===== config.mk =====
export PLATFORM = sky130hd
export DESIGN_NAME = sm_divider
export DESIGN_NICKNAME = d
export VERILOG_FILES = /design/src/rtl/sm_divider.sv
export SDC_FILE = /design/constraint.sdc
export NUM_CORES = 1
export LEC_CHECK = 0
export ABC_CLOCK_PERIOD_IN_PS = 6100
export BUFFER_PORTS_ARGS = -buffer_cell sky130_fd_sc_hd__buf_4
export CORE_ASPECT_RATIO = 1.75
export CORE_UTILIZATION = 62
export DETAILED_ROUTE_END_ITERATION = 10
export MAX_ROUTING_LAYER = met4
export PLACE_DENSITY = 0.89
export SLEW_MARGIN = 20
export SYNTH_ARGS = -nofsm -noshare
export SYNTH_HDL_FRONTEND = slang
export SYNTH_SLANG_ARGS = --single-unit

===== constraint.sdc =====
create_clock -name clk -period 6.1 [get_ports clk]
set_clock_uncertainty 0.15 [all_clocks]
set_input_delay 0.61 -clock clk [delete_from_list [all_inputs] [get_ports clk]]
set_output_delay 0.61 -clock clk [all_outputs]
set_load 0.01 [all_outputs]

===== src/rtl/sm_divider.sv =====
// sm_divider: sequential sign-magnitude restoring divider, 2W/W -> W quotient and remainder; optional rounding via SM_DIVIDER_ROUND_EN
module sm_divider #(
  parameter int W = 16
) (
  input  logic           clk,
  input  logic           rst,
  input  logic           en,
  input  logic [2*W-1:0] dividend,
  input  logic [W-1:0]   divisor,
  output logic [W-1:0]   quotient,
  output logic [W-1:0]   remainder,
  output logic           busy,
  output logic           done,
  output logic           ovf,
  output logic           dbz
);
  localparam int CW = $clog2(W);
  typedef enum logic [2:0] {IDLE, CHK, DIV, SGN, OUT} state_t;
  state_t         state;
  logic [2*W-1:0] dvd;
  logic [W-1:0]   dvs;
  logic [W-2:0]   pr;
  logic [W-2:0]   low;
  logic [W-2:0]   qb;
  logic [CW-1:0]  cnt;
  logic           ovf_f;
  logic           dbz_f;
  logic [W-2:0]   vm;
  logic [W-1:0]   sh;
  logic           ge;
  logic [W-2:0]   diff;
  logic           err;
  logic [W-2:0]   q_m;
  logic [W-2:0]   r_m;
  logic           ovf_o;
`ifdef SM_DIVIDER_ROUND_EN
  logic [W-1:0]   qinc;
  logic           rnd;
  logic           sat;
`endif
  // restoring step datapath and sign/magnitude result formation
  always_comb begin
    vm = dvs[W-2:0];
    sh = {pr, low[W-2]};
    ge = sh >= {1'b0, vm};
    diff = sh[W-2:0] - vm;
    err = ovf_f | dbz_f;
    r_m = err ? '0 : pr;
`ifdef SM_DIVIDER_ROUND_EN
    qinc = {1'b0, qb} + W'(1);
    rnd = !err && ({pr, 1'b0} >= {1'b0, vm});
    sat = rnd & qinc[W-1];
    q_m = (err | sat) ? '1 : rnd ? qinc[W-2:0] : qb;
    ovf_o = ovf_f | sat;
`else
    q_m = err ? '1 : qb;
    ovf_o = ovf_f;
`endif
  end
  // control FSM with registered outputs; operands captured only in IDLE
  always_ff @(posedge clk) begin
    if (rst) begin
      state <= IDLE;
      dvd <= '0;
      dvs <= '0;
      pr <= '0;
      low <= '0;
      qb <= '0;
      cnt <= '0;
      ovf_f <= 1'b0;
      dbz_f <= 1'b0;
      quotient <= '0;
      remainder <= '0;
      busy <= 1'b0;
      done <= 1'b0;
      ovf <= 1'b0;
      dbz <= 1'b0;
    end else begin
      done <= 1'b0;
      case (state)
        IDLE: if (en) begin
          dvd <= dividend;
          dvs <= divisor;
          busy <= 1'b1;
          state <= CHK;
        end
        CHK: begin
          dbz_f <= vm == '0;
          ovf_f <= (vm != '0) && (dvd[2*W-2:W-1] >= {1'b0, vm});
          pr <= dvd[2*W-3:W-1];
          low <= dvd[W-2:0];
          qb <= '0;
          cnt <= CW'(W-1);
          state <= DIV;
        end
        DIV: begin
          pr <= ge ? diff : sh[W-2:0];
          qb <= {qb[W-3:0], ge};
          low <= {low[W-3:0], 1'b0};
          cnt <= cnt - CW'(1);
          if (cnt == CW'(1)) state <= SGN;
        end
        SGN: begin
          quotient <= {(dvd[2*W-1] ^ dvs[W-1]) & (|q_m), q_m};
          remainder <= {dvd[2*W-1] & (|r_m), r_m};
          ovf <= ovf_o;
          dbz <= dbz_f;
          done <= 1'b1;
          state <= OUT;
        end
        OUT: begin
          busy <= 1'b0;
          state <= IDLE;
        end
        default: state <= IDLE;
      endcase
    end
  end
endmodule


# Word level (Yosys, flattened, before mapping)
# Index checks and enable logic that the tools add are counted.
# op_classes
muxes	13
n_reduce_logical	11
magnitude_cmp	2
bitwise_logic	4
n_eq_ne	7
n_addsub	2
# op_table
op	n
$pmux 15 s2	3
$mux 15	3
$ge 16x15->1	2
$reduce_or 15->1	2
$logic_not 15->1	1
$reduce_bool 15->1	1
$sub 15x15->15	1
$pmux 3 s4	1
$pmux 4 s2	1
$eq 3x2->1 const B	2
$mux 3	2
$reduce_and 2->1	3
$eq 4x1->1 const B	1
$ne 2x2->1 const B	2
$reduce_bool 2->1	2
$sub 4x1->4 const B	1
$eq 3x1->1 const B	1
$eq 3x3->1 const B	1
$logic_not 3->1	1
$and 1x1->1	2
$mux 1	2
$pmux 1 s2	1
$logic_and 1x1->1	1
$or 1x1->1	1
$xor 1x1->1	1
# totals
out_inout_bits	36
ff_bits	138

# Depth between registers and ports, before layout
# Gate-level depths: netlist of the first run.
# depth
word_depth	4
ltp_mapped	11
ltp_nobuf	10

# Worst setup path after synthesis of the first run
# Ideal clock, no wire load.
# synth_path
kind	register to register
startpoint	register low[14]
endpoint	register pr[12]
setup_ns	0.128
path_buffers	1
t_arrival_ns	2.073
slack_ns	3.749
stages_incl_launch_ff	12
period_less_slack_ns	2.351
t_required_ns	5.822
path_cell_list	dfxtp_1 inv_1 ha_1 fa_1 nor2b_4 o31a_4 o221ai_4 a21oi_4 nor2_8 buf_12 a41oi_1 o21ai_1
# synth_via
elab_chain_cells	3
word_cells_on_any_way	4
classes_between	1 x add/sub; 1 x order compare; 2 x mux
# synth_rtl
item	line_no	text
from (decl)	23	logic [W-2:0] low;
from (signal assigned)	91	low <= dvd[W-2:0];
from (signal assigned)	99	low <= {low[W-3:0], 1'b0};
$sub 15x15->15 / $ge 16x15->1 (equally long branches)	46, 45	
$mux 15 (*)	97	pr <= ge ? diff : sh[W-2:0];
$pmux 15 s2 (*)	80	case (state)
to (signal assigned)	90	pr <= dvd[2*W-3:W-1];
to (signal assigned)	97	
to (decl)	22	logic [W-2:0] pr;
# Every way passes the cells marked *; elsewhere a longest branch is shown, timed or not.
# A chain may end at the register's enable or synchronous reset.

# Worst setup path after layout of the first run
# layout_path
startpoint	register dvs[2]
endpoint	register pr[5]
# layout_via
elab_chain_cells	3
word_cells_on_any_way	4
classes_between	1 x add/sub; 1 x order compare; 2 x mux
# layout_rtl
item	line_no	text
from (decl)	21	logic [W-1:0] dvs;
from (signal assigned)	83	dvs <= divisor;
$sub 15x15->15 / $ge 16x15->1 (equally long branches)	46, 45	
$mux 15 (*)	97	
$pmux 15 s2 (*)	80	
# Marks and branches as above.

==> impl_metrics.toml, run 1 <==
[status]
status = "completed"

[power_and_ir_drop]
seqPwrFrac_pct = 39.4
comb_power_share_pct = 20.9
switching_share_pct = 29.9
pwr-share-clk_pct = 39.7
p_leak_nw = 3.01
switchingPower_mw = 0.751
finalPower_mw = 2.51
ir_drop_v = 0.000263
power_density_nw_per_um2 = 332
p_int_mw = 1.76

[cts]
cts_root_buf = "clkbuf_16"
worstSkewPairLatency_ns = 0.42
cts.sinks = 138
clk_path_buf_depth = 2
path_clk_slew_ns = 0.06
cts_tree = "built"
cts_setup_buffers = 0
numCtsBuffers = 17
h-tree-depth = 4
cts_resized = 0
cts-hold-fix-buffers = 0

[logic_synthesis]
synth_compound_area_share_pct = 21.1
synth.cell_area_sq_um = 6340
ys_warn_count = 0
synth_fp_nets = 853
synthCells = 769
synth_edf_count = 0
synth_top_family_by_area = "compound AO/OA/AOI/OAI gates"
synthAdderAreaFrac_pct = 6.63
avgSynthCellArea_sq_um = 8.24
synthFlopType = "dfxtp_1"
synthArstFlopShare_pct = 0
synth_seq_cells = 138
synth_xor_area_share_pct = 1.52
synth-simple-area-share_pct = 20.9
synth-seq-area-share_pct = 43.6
muxShareOfSynthArea_pct = 1.62
synth_cell_types = 58

[placement]
dpl.hpwl_microns = 11400
io_buffer_count = 86
place_congestion = 0.938
dpl_cell_area_sq_um = 7000

[global_route]
antenna_found_initial = 0
grt_max_degree = 101
first_global_vias = 5920
grt.overflow.total = 0
grt_pass1_wl_microns = 27900
grt_util_all_layers_pct = 34.6

[sta]
layout_min_cycle_time_ns = 2.68
setup_viol = 0
rsz0062_at_grt = "false"
worstMarginPinSlew_ns = 1.05
max_freq_mhz = 374
fin_setup_tns_ns = 0
final_hold_viol_count = 0
whs_ns = 0.284
period_share_pct = 43.9
slew_violations = 0
relSlewSlack_pct = 29.5

[layout]
fill_cells = 696
multi_input_area_sq_um = 3290
diodes = 0
layout-drive-gt1-share_pct = 16.1
final_common_cell = "nand2_1"
regArea_sq_um = 2760
final_cell_mix = "141 x nand2_1, 138 x dfxtp_1, 94 x a21oi_1, 92 x buf_4, 58 x nor2_1"
areaGrowthSynthToFinish_pct = 19.5
final_design_area_no_fill_sq_um = 7570
layout.nets = 916

[flow_run]
timing.max_cap.violations = 0

[die]
core_sq_um = 9910
fp-row-count = 48
ios = 87
dieArea_sq_um = 10600
fp.dieW_microns = 78.4
start_util_pct = 64.0
die_h_microns = 136

[detailed_routing]
drc = 0
num_vias = 6015
wl_per_cell_microns = 17.5
viasPerCell = 6.20
antenna_left = 0
drt-total-wl_microns = 17000
firstDrtPassIters = 5
drt_first_iter_violations = 629

[critical_path]
cp-end-kind = "flop"
ff2ff_path_depth = 9
r2r-start = "dvs[2]"
critical_path.endpoint = "pr[5]"
crit_type = "reg2reg"
r2r-end = "pr[5]"
r2r_setup_slack_ns = 3.42
crit_path_start = "dvs[2]"
crit_fanout = 14
critPathRequiredTime_ns = 6.21
arrival_ns = 2.78
start_kind = "flop"

[hold_path]
hold_path_class = "in2reg"
power groups by stage:
stage	combinational, mW	sequential, mW	clock [mW]
after detailed placement	0.508	1.01	0
after CTS	0.518	0.987	1.00
after global placement	0.491	1.00	0
after floorplan	0.408	0.992	0
after global routing	0.572	0.993	1.04
final	0.526	0.989	0.997
layer usage:
layer | vias to the layer above | part of all wire, % | track usage [%]
met2 | 297 | 53 | 60.9
met5 | - | 0 | -
met1 | 2787 | 36 | 35.9
met3 | 76 | 6.5 | 5.72
li1 | 2855 | - | -
met4 | 0 | 4.9 | 20.1
worst max-delay path: stages, from the launching register on:
cell	delay, ns
dfxtp_1	0.36
inv_1	0.08
ha_1	0.37
nor2b_4	0.17
o31a_4	0.30
o221ai_4	0.26
a21oi_4	0.14
nor2_8	0.26
mux2i_1	0.29
o22ai_1	0.13
cell type report:
cell class | instances | area share, %
timing repair buffer | 93 | 9.32
clock buffer | 18 | 5.67
clock inverter | 14 | 1.93
inverter | 22 | 1.09
multi-input combinational | 560 | 43.4
sequential | 138 | 36.5
tap | 125 | 2.07
synthesized netlist by cell type (all sizes together), types with 3 or more instances:
cell type,number,share of area (%)
o22ai,9,0.89
a21o,6,0.71
nand3,16,1.3
buf,16,1.4
nor3,35,2.8
nor2,60,3.8
a21oi,96,7.8
o21ai,19,1.5
xnor2,6,0.83
nor4,10,0.99
a211oi,7,0.83
xor2,5,0.69
o21bai,3,0.36
nand2,141,8.3
o21a,6,0.71
mux2i,8,1.3
clkbuf,33,2.0
nor2b,3,0.41
nand2b,8,0.79
a22oi,42,5.0
ha,32,6.3
and2,3,0.30
inv,22,1.3
a31oi,6,0.59
nand4,7,0.69
dfxtp,138,44
stage by stage:
stage | utilization, % | setup slack [ns] | cells
after floorplan | - | 3.75 | 769
after global placement | 70.5 | 3.50 | 937
after detailed placement | 70.6 | 3.41 | 938
after CTS | 76.4 | 3.46 | 970
after global routing | 76.4 | 3.28 | 970
final | 76.4 | 3.42 | 970
cell families after synthesis:
family / Yosys count
AO/OA/AOI/OAI: 210
XOR/XNOR: 11
adder cells (fa/ha/maj): 33
buffers and inverters: 71
flip-flops: 138
multiplexers: 10
AND/OR/NAND/NOR: 296
sequential cells by signal, indices dropped and copies added (netlist names):
name,count
quotient,16
dvs,16
dvd,32
state,3
remainder,16
ovf,1
ovf_f,1
cnt,4
busy,1
done,1
pr,15
qb,15
dbz_f,1
low,15
dbz,1
how the worst min path moves through the flow:
stage                       start            end  slack [ns]  cells after the start
floorplan                 dvd[10]        dvd[10]        0.29                      2
global placement    remainder[10]  remainder[10]        0.29                      2
detailed placement         dvs[7]         dvs[7]        0.30                      2
CTS                  dividend[25]        dvd[25]        0.28                      3
global route         dividend[25]        dvd[25]        0.29                      3
finish               dividend[25]        dvd[25]        0.28                      3
No activity file was read; power rests on OpenSTA's default activity.
==> run 2: changes to the inputs <==
--- a/config.mk
+++ b/config.mk
@@ -5,13 +5,13 @@
 export SDC_FILE = /design/constraint.sdc
 export NUM_CORES = 1
 export LEC_CHECK = 0
-export ABC_CLOCK_PERIOD_IN_PS = 6100
+export ABC_CLOCK_PERIOD_IN_PS = 2300
 export BUFFER_PORTS_ARGS = -buffer_cell sky130_fd_sc_hd__buf_4
 export CORE_ASPECT_RATIO = 1.75
-export CORE_UTILIZATION = 62
+export CORE_UTILIZATION = 52
 export DETAILED_ROUTE_END_ITERATION = 10
 export MAX_ROUTING_LAYER = met4
-export PLACE_DENSITY = 0.89
+export PLACE_DENSITY = 0.8
 export SLEW_MARGIN = 20
 export SYNTH_ARGS = -nofsm -noshare
 export SYNTH_HDL_FRONTEND = slang
==> constraint.sdc (replaced) <==
create_clock -name clk -period 2.3 [get_ports clk]
set_clock_uncertainty 0.15 [all_clocks]
set_input_delay 0.23 -clock clk [delete_from_list [all_inputs] [get_ports clk]]
set_output_delay 0.23 -clock clk [all_outputs]
set_load 0.01 [all_outputs]
==> run 2 against run 1 <==
Compared with the run above: the run now ends with setup timing left; total power grew to 2.9 times the previous value; sequential power grew to 2.6 times the previous value; worst setup slack lost 3.6 ns; first-iteration DRC count shrank 19%; sequential share of layout area shrank 5.5 points; largest power group unchanged; flip-flop and latch count is the same; largest cell class unchanged; utilization shrank 1.5 points; global-route usage shrank 1.1 points.
==> impl_metrics.toml, run 2 (synthesized netlist as in run 1, its figures left out) <==
[global_route]
first_global_vias = 6646
grt_max_degree = 49
antenna_found_initial = 0
grt_pass1_wl_microns = 32100
grt_util_all_layers_pct = 33.5
grt.overflow.total = 0

[critical_path]
crit_fanout = 5
crit_type = "reg2reg"
r2r_setup_slack_ns = -0.14
start_kind = "flop"
critPathRequiredTime_ns = 2.44
cp-end-kind = "flop"
arrival_ns = 2.58

[die]
core_sq_um = 11900
fp.dieW_microns = 85.5
die_h_microns = 148
dieArea_sq_um = 12700
fp-row-count = 53
start_util_pct = 53.1
ios = 87

[detailed_routing]
firstDrtPassIters = 5
drt-total-wl_microns = 20600
viasPerCell = 5.90
wl_per_cell_microns = 18.4
drt_first_iter_violations = 512
num_vias = 6599
drc = 0
antenna_left = 0

[layout]
areaGrowthSynthToFinish_pct = 41.0
layout-drive-gt1-share_pct = 25.3
final_cell_mix = "175 x buf_4, 141 x nand2_1, 136 x dfxtp_1, 93 x a21oi_1, 58 x nor2_1"
largest_register_ffs = 32
diodes = 0
layout.nets = 1053
final_design_area_no_fill_sq_um = 8940
largest_register = "dvd"
final_common_cell = "buf_4"

[cts]
cts_root_buf = "clkbuf_16"
cts.sinks = 138
path_clk_slew_ns = 0.07
worstSkewPairLatency_ns = 0.43
clk_path_buf_depth = 2
cts_tree = "built"
numCtsBuffers = 17
h-tree-depth = 4

[placement]
dp_slack_ns = -0.174
place_congestion = 0.941
dpl.hpwl_microns = 13000
io_buffer_count = 86
dpl_cell_area_sq_um = 7620

[sta]
max_freq_mhz = 409
final_hold_viol_count = 0
setup_slack_ns = -0.143
rsz0062_at_grt = "true"
layout_min_cycle_time_ns = 2.44
worstMarginPinSlew_ns = 0.585
setup_viol = 16
whs_ns = 0.0764
fin_setup_tns_ns = -1.43
slew_violations = 0
period_share_pct = 106
relSlewSlack_pct = 60.7

[power_and_ir_drop]
ir_drop_v = 0.000580
p_leak_nw = 3.70
power_density_nw_per_um2 = 828
finalPower_mw = 7.40

[status]
violations = "setup timing"
status = "finished with violations"

[flow_run]
timing.max_cap.violations = 0

[hold_path]
hold_path_class = "in2reg"
==> run 2: worst max-delay path, stage by stage, from the launching register on <==
cell and delay, ns:
dfxtp_2 0.35, inv_2 0.06, ha_4 0.16, fa_2 0.37, nor2b_4 0.15, o31a_4 0.16, o221ai_4 0.12, a21oi_4 0.27
nor2_8 0.08, buf_6 0.13, mux2i_2 0.19, o22ai_1 0.11
==> run 2: final timing paths <==
| check | start | end | cells after the start |
|---|---|---|---|
| setup / recovery | low[14] | pr[2] | 11 |
| hold reg to reg | dvs[10] | dvs[10] | 2 |
| hold / removal | rst | done | 2 |
| setup reg to reg | low[14] | pr[2] | 11 |
==> run 2: what timing repair did <==
item                                   4_1_cts  5_1_grt
pin swaps                                   12       10
endpoints found under the hold margin       49        0
setup endpoints to repair                   16       20
gates resized for setup                     20       11
hold buffers                                49        0
buffers inserted                             6        4
==> run 2: cell type report <==
type	count	area (sq um)
Multi-Input combinational cell	560	3440
Fill cell	864	3000
Sequential cell	138	2770
Timing Repair Buffer	230	1880
Clock buffer	17	425
Clock inverter	15	176
Tap cell	137	171
Inverter	22	82.6
==> run 2: power breakdown <==
part	switching [mW]	internal, mW	leakage, nW
registers	0.0961	2.50	1.12
logic	1.05	0.962	2.28
clock network	1.23	1.56	0.293
==> run 2: routing by layer <==
layer,global-route usage (%),part of all wire [%]
met2,58.3,53
met4,19.3,5.4
met1,35.0,37
met5,-,0
met3,6.33,4.4
==> run 2: metrics by stage <==
| stage | instances | utilization (%) |
|---|---|---|
| global placement | 1028 | 63.8 |
| floorplan | 769 | - |
| global route | 1119 | 74.9 |
| CTS | 1115 | 74.1 |
| finish | 1119 | 74.9 |
| detailed placement | 1028 | 63.8 |
==> run 3: changes to the inputs <==
--- a/config.mk
+++ b/config.mk
@@ -8,10 +8,11 @@
 export ABC_CLOCK_PERIOD_IN_PS = 2300
 export BUFFER_PORTS_ARGS = -buffer_cell sky130_fd_sc_hd__buf_4
 export CORE_ASPECT_RATIO = 1.75
-export CORE_UTILIZATION = 52
+export CORE_UTILIZATION = 30
 export DETAILED_ROUTE_END_ITERATION = 10
 export MAX_ROUTING_LAYER = met4
-export PLACE_DENSITY = 0.8
+export PLACE_DENSITY = 0.53
+export REMOVE_ABC_BUFFERS = 1
 export SLEW_MARGIN = 20
 export SYNTH_ARGS = -nofsm -noshare
 export SYNTH_HDL_FRONTEND = slang
==> run 3 against run 2 <==
Compared with the run above: the run ends with DRC, setup timing left; register-to-register slack better by 0.098 ns; fmax up 4.2%; die area up 72%; flip-flop and latch count unchanged; design area up 1.6%; combinational power about the same; sequential share of layout area down 0.46 points; critical path depth up 1; via count down 7.6%; total power about the same; critical path type unchanged; largest power group unchanged; highest routed layer unchanged.
==> impl_metrics.toml, run 3 (synthesized netlist as in run 1, its figures left out) <==
[global_route]
grt.overflow.total = 0
first_global_vias = 6048
grt_util_all_layers_pct = 19.3
grt_max_degree = 55
antenna_found_initial = 0
grt_pass1_wl_microns = 31500

[layout]
largest_register_ffs = 32
final_common_cell = "buf_4"
instances_no_fill = 1234
largest_register = "dvd"
final_cell_mix = "171 x buf_4, 141 x nand2_1, 134 x dfxtp_1, 92 x a21oi_1, 57 x nor2_1"
diodes = 0
layout.nets = 1053
layout-drive-gt1-share_pct = 24.9
final_design_area_no_fill_sq_um = 9080
utilization_pct = 43.6
areaGrowthSynthToFinish_pct = 43.3

[sta]
period_share_pct = 102
setup_slack_ns = -0.0452
relSlewSlack_pct = 61.6
slew_violations = 0
max_freq_mhz = 426
worstMarginPinSlew_ns = 0.575
rsz0062_at_grt = "true"
setup_viol = 11
layout_min_cycle_time_ns = 2.35
whs_ns = 0.302
final_hold_viol_count = 0

[placement]
dpl_cell_area_sq_um = 7760
place_congestion = 0.839
io_buffer_count = 86
dp.cells = 1141
dpl.hpwl_microns = 13600

[cts]
h-tree-depth = 4
cts.sinks = 138
worstSkewPairLatency_ns = 0.42
numCtsBuffers = 17
path_clk_slew_ns = 0.07
cts_root_buf = "clkbuf_16"
cts_tree = "built"
clk_path_buf_depth = 2

[critical_path]
arrival_ns = 2.49
cp_slowest_cell = "fa_2"
critPathRequiredTime_ns = 2.45
cp-end-kind = "flop"
crit_fanout = 6
cpPeakStageDelay_ns = 0.37
crit_type = "reg2reg"
worstPathCellList = "inv_2 -> ha_4 -> fa_2 -> nor2b_4 -> o31a_4 -> o221ai_4 -> a21oi_4 -> nor2_8 -> buf_4 -> buf_6 -> mux2i_1 -> o22ai_1"
start_kind = "flop"
crit_buf_inv = 3
critPathTopFamily = "compound AO/OA/AOI/OAI gates"

[detailed_routing]
wl_per_cell_microns = 15.9
num_vias = 6100
antenna_left = 0
drt_first_iter_violations = 220
firstDrtPassIters = 8
viasPerCell = 4.94
drc = 5
drt-total-wl_microns = 19600

[status]
violations = "DRC, setup timing"
status = "finished with violations"

[power_and_ir_drop]
pwr-share-clk_pct = 38.2
comb_power_share_pct = 26.7
p_leak_nw = 3.69
seqPwrFrac_pct = 35.1
p_int_mw = 5.14
switchingPower_mw = 2.26
ir_drop_v = 0.000374
switching_share_pct = 30.6
finalPower_mw = 7.40
power_density_nw_per_um2 = 815

[die]
die_h_microns = 194
fp-row-count = 70
ios = 87
dieArea_sq_um = 21700
core_sq_um = 20800
fp.dieW_microns = 112
start_util_pct = 30.4

[hold_path]
hold_path_class = "reg2reg"

[flow_run]
timing.max_cap.violations = 0
[run 3: cell type report]
type / count / area, sq um
well taps: 252 / 315
fillers: 2170 / 11800
repair buffers: 230 / 1910
clock buffers: 18 / 439
flip-flops and latches: 138 / 2770
inverters: 22 / 82.6
clock inverters: 14 / 163
multi-input cells: 560 / 3400
[run 3: per-layer routing]
layer	share of wire [%]	vias to the layer above	global-route usage [%]
met5	0	-	-
met4	3.0	0	9.71
met3	2.2	27	2.53
met2	55	112	35.0
met1	39	2845	20.1
li1	-	3116	-
[run 3: worst reg2reg max path, delay by kind of cell, from the launching register on]
kind | cells | cell delay, ns
AO/OA/AOI/OAI | 4 | 0.60
buffers and inverters | 3 | 0.31
adder cells (fa/ha/maj) | 2 | 0.52
multiplexers | 1 | 0.13
AND/OR/NAND/NOR | 2 | 0.20
flip-flops | 1 | 0.33
[run 3: metrics by stage]
| step | TNS [ns] | worst slack [ns] |
|---|---|---|
| after global routing | -1.70 | -0.141 |
| final | -0.253 | -0.0452 |
| after floorplan | -82.64 | -1.96 |
| after detailed placement | -1.73 | -0.191 |
| after global placement | -0.985 | -0.132 |
| after CTS | -1.10 | -0.0965 |
[run 3: timing repair]
action	4_1_cts	5_1_grt
setup buffers	8	3
resized for setup	15	18
hold buffers	50	0
endpoints found under the hold margin	51	0
pin swaps	11	11
setup endpoints to repair	15	31
[run 3: path summary, 6_finish.rpt]
check	to	slack, ns	start	depth (start not counted)
min reg2reg	dbz	0.30	dbz	2
min	dbz	0.30	dbz	2
max reg2reg	pr[9]	-0.05	low[14]	12
max	pr[9]	-0.05	low[14]	12
[run 3: power groups by stage]
stage | logic, mW | registers [mW] | clock network (mW)
CTS | 1.90 | 2.60 | 2.90
finish | 1.98 | 2.60 | 2.83
global route | 2.16 | 2.62 | 2.99
global placement | 1.68 | 2.65 | 0
detailed placement | 1.69 | 2.65 | 0
floorplan | 0.971 | 2.63 | 0
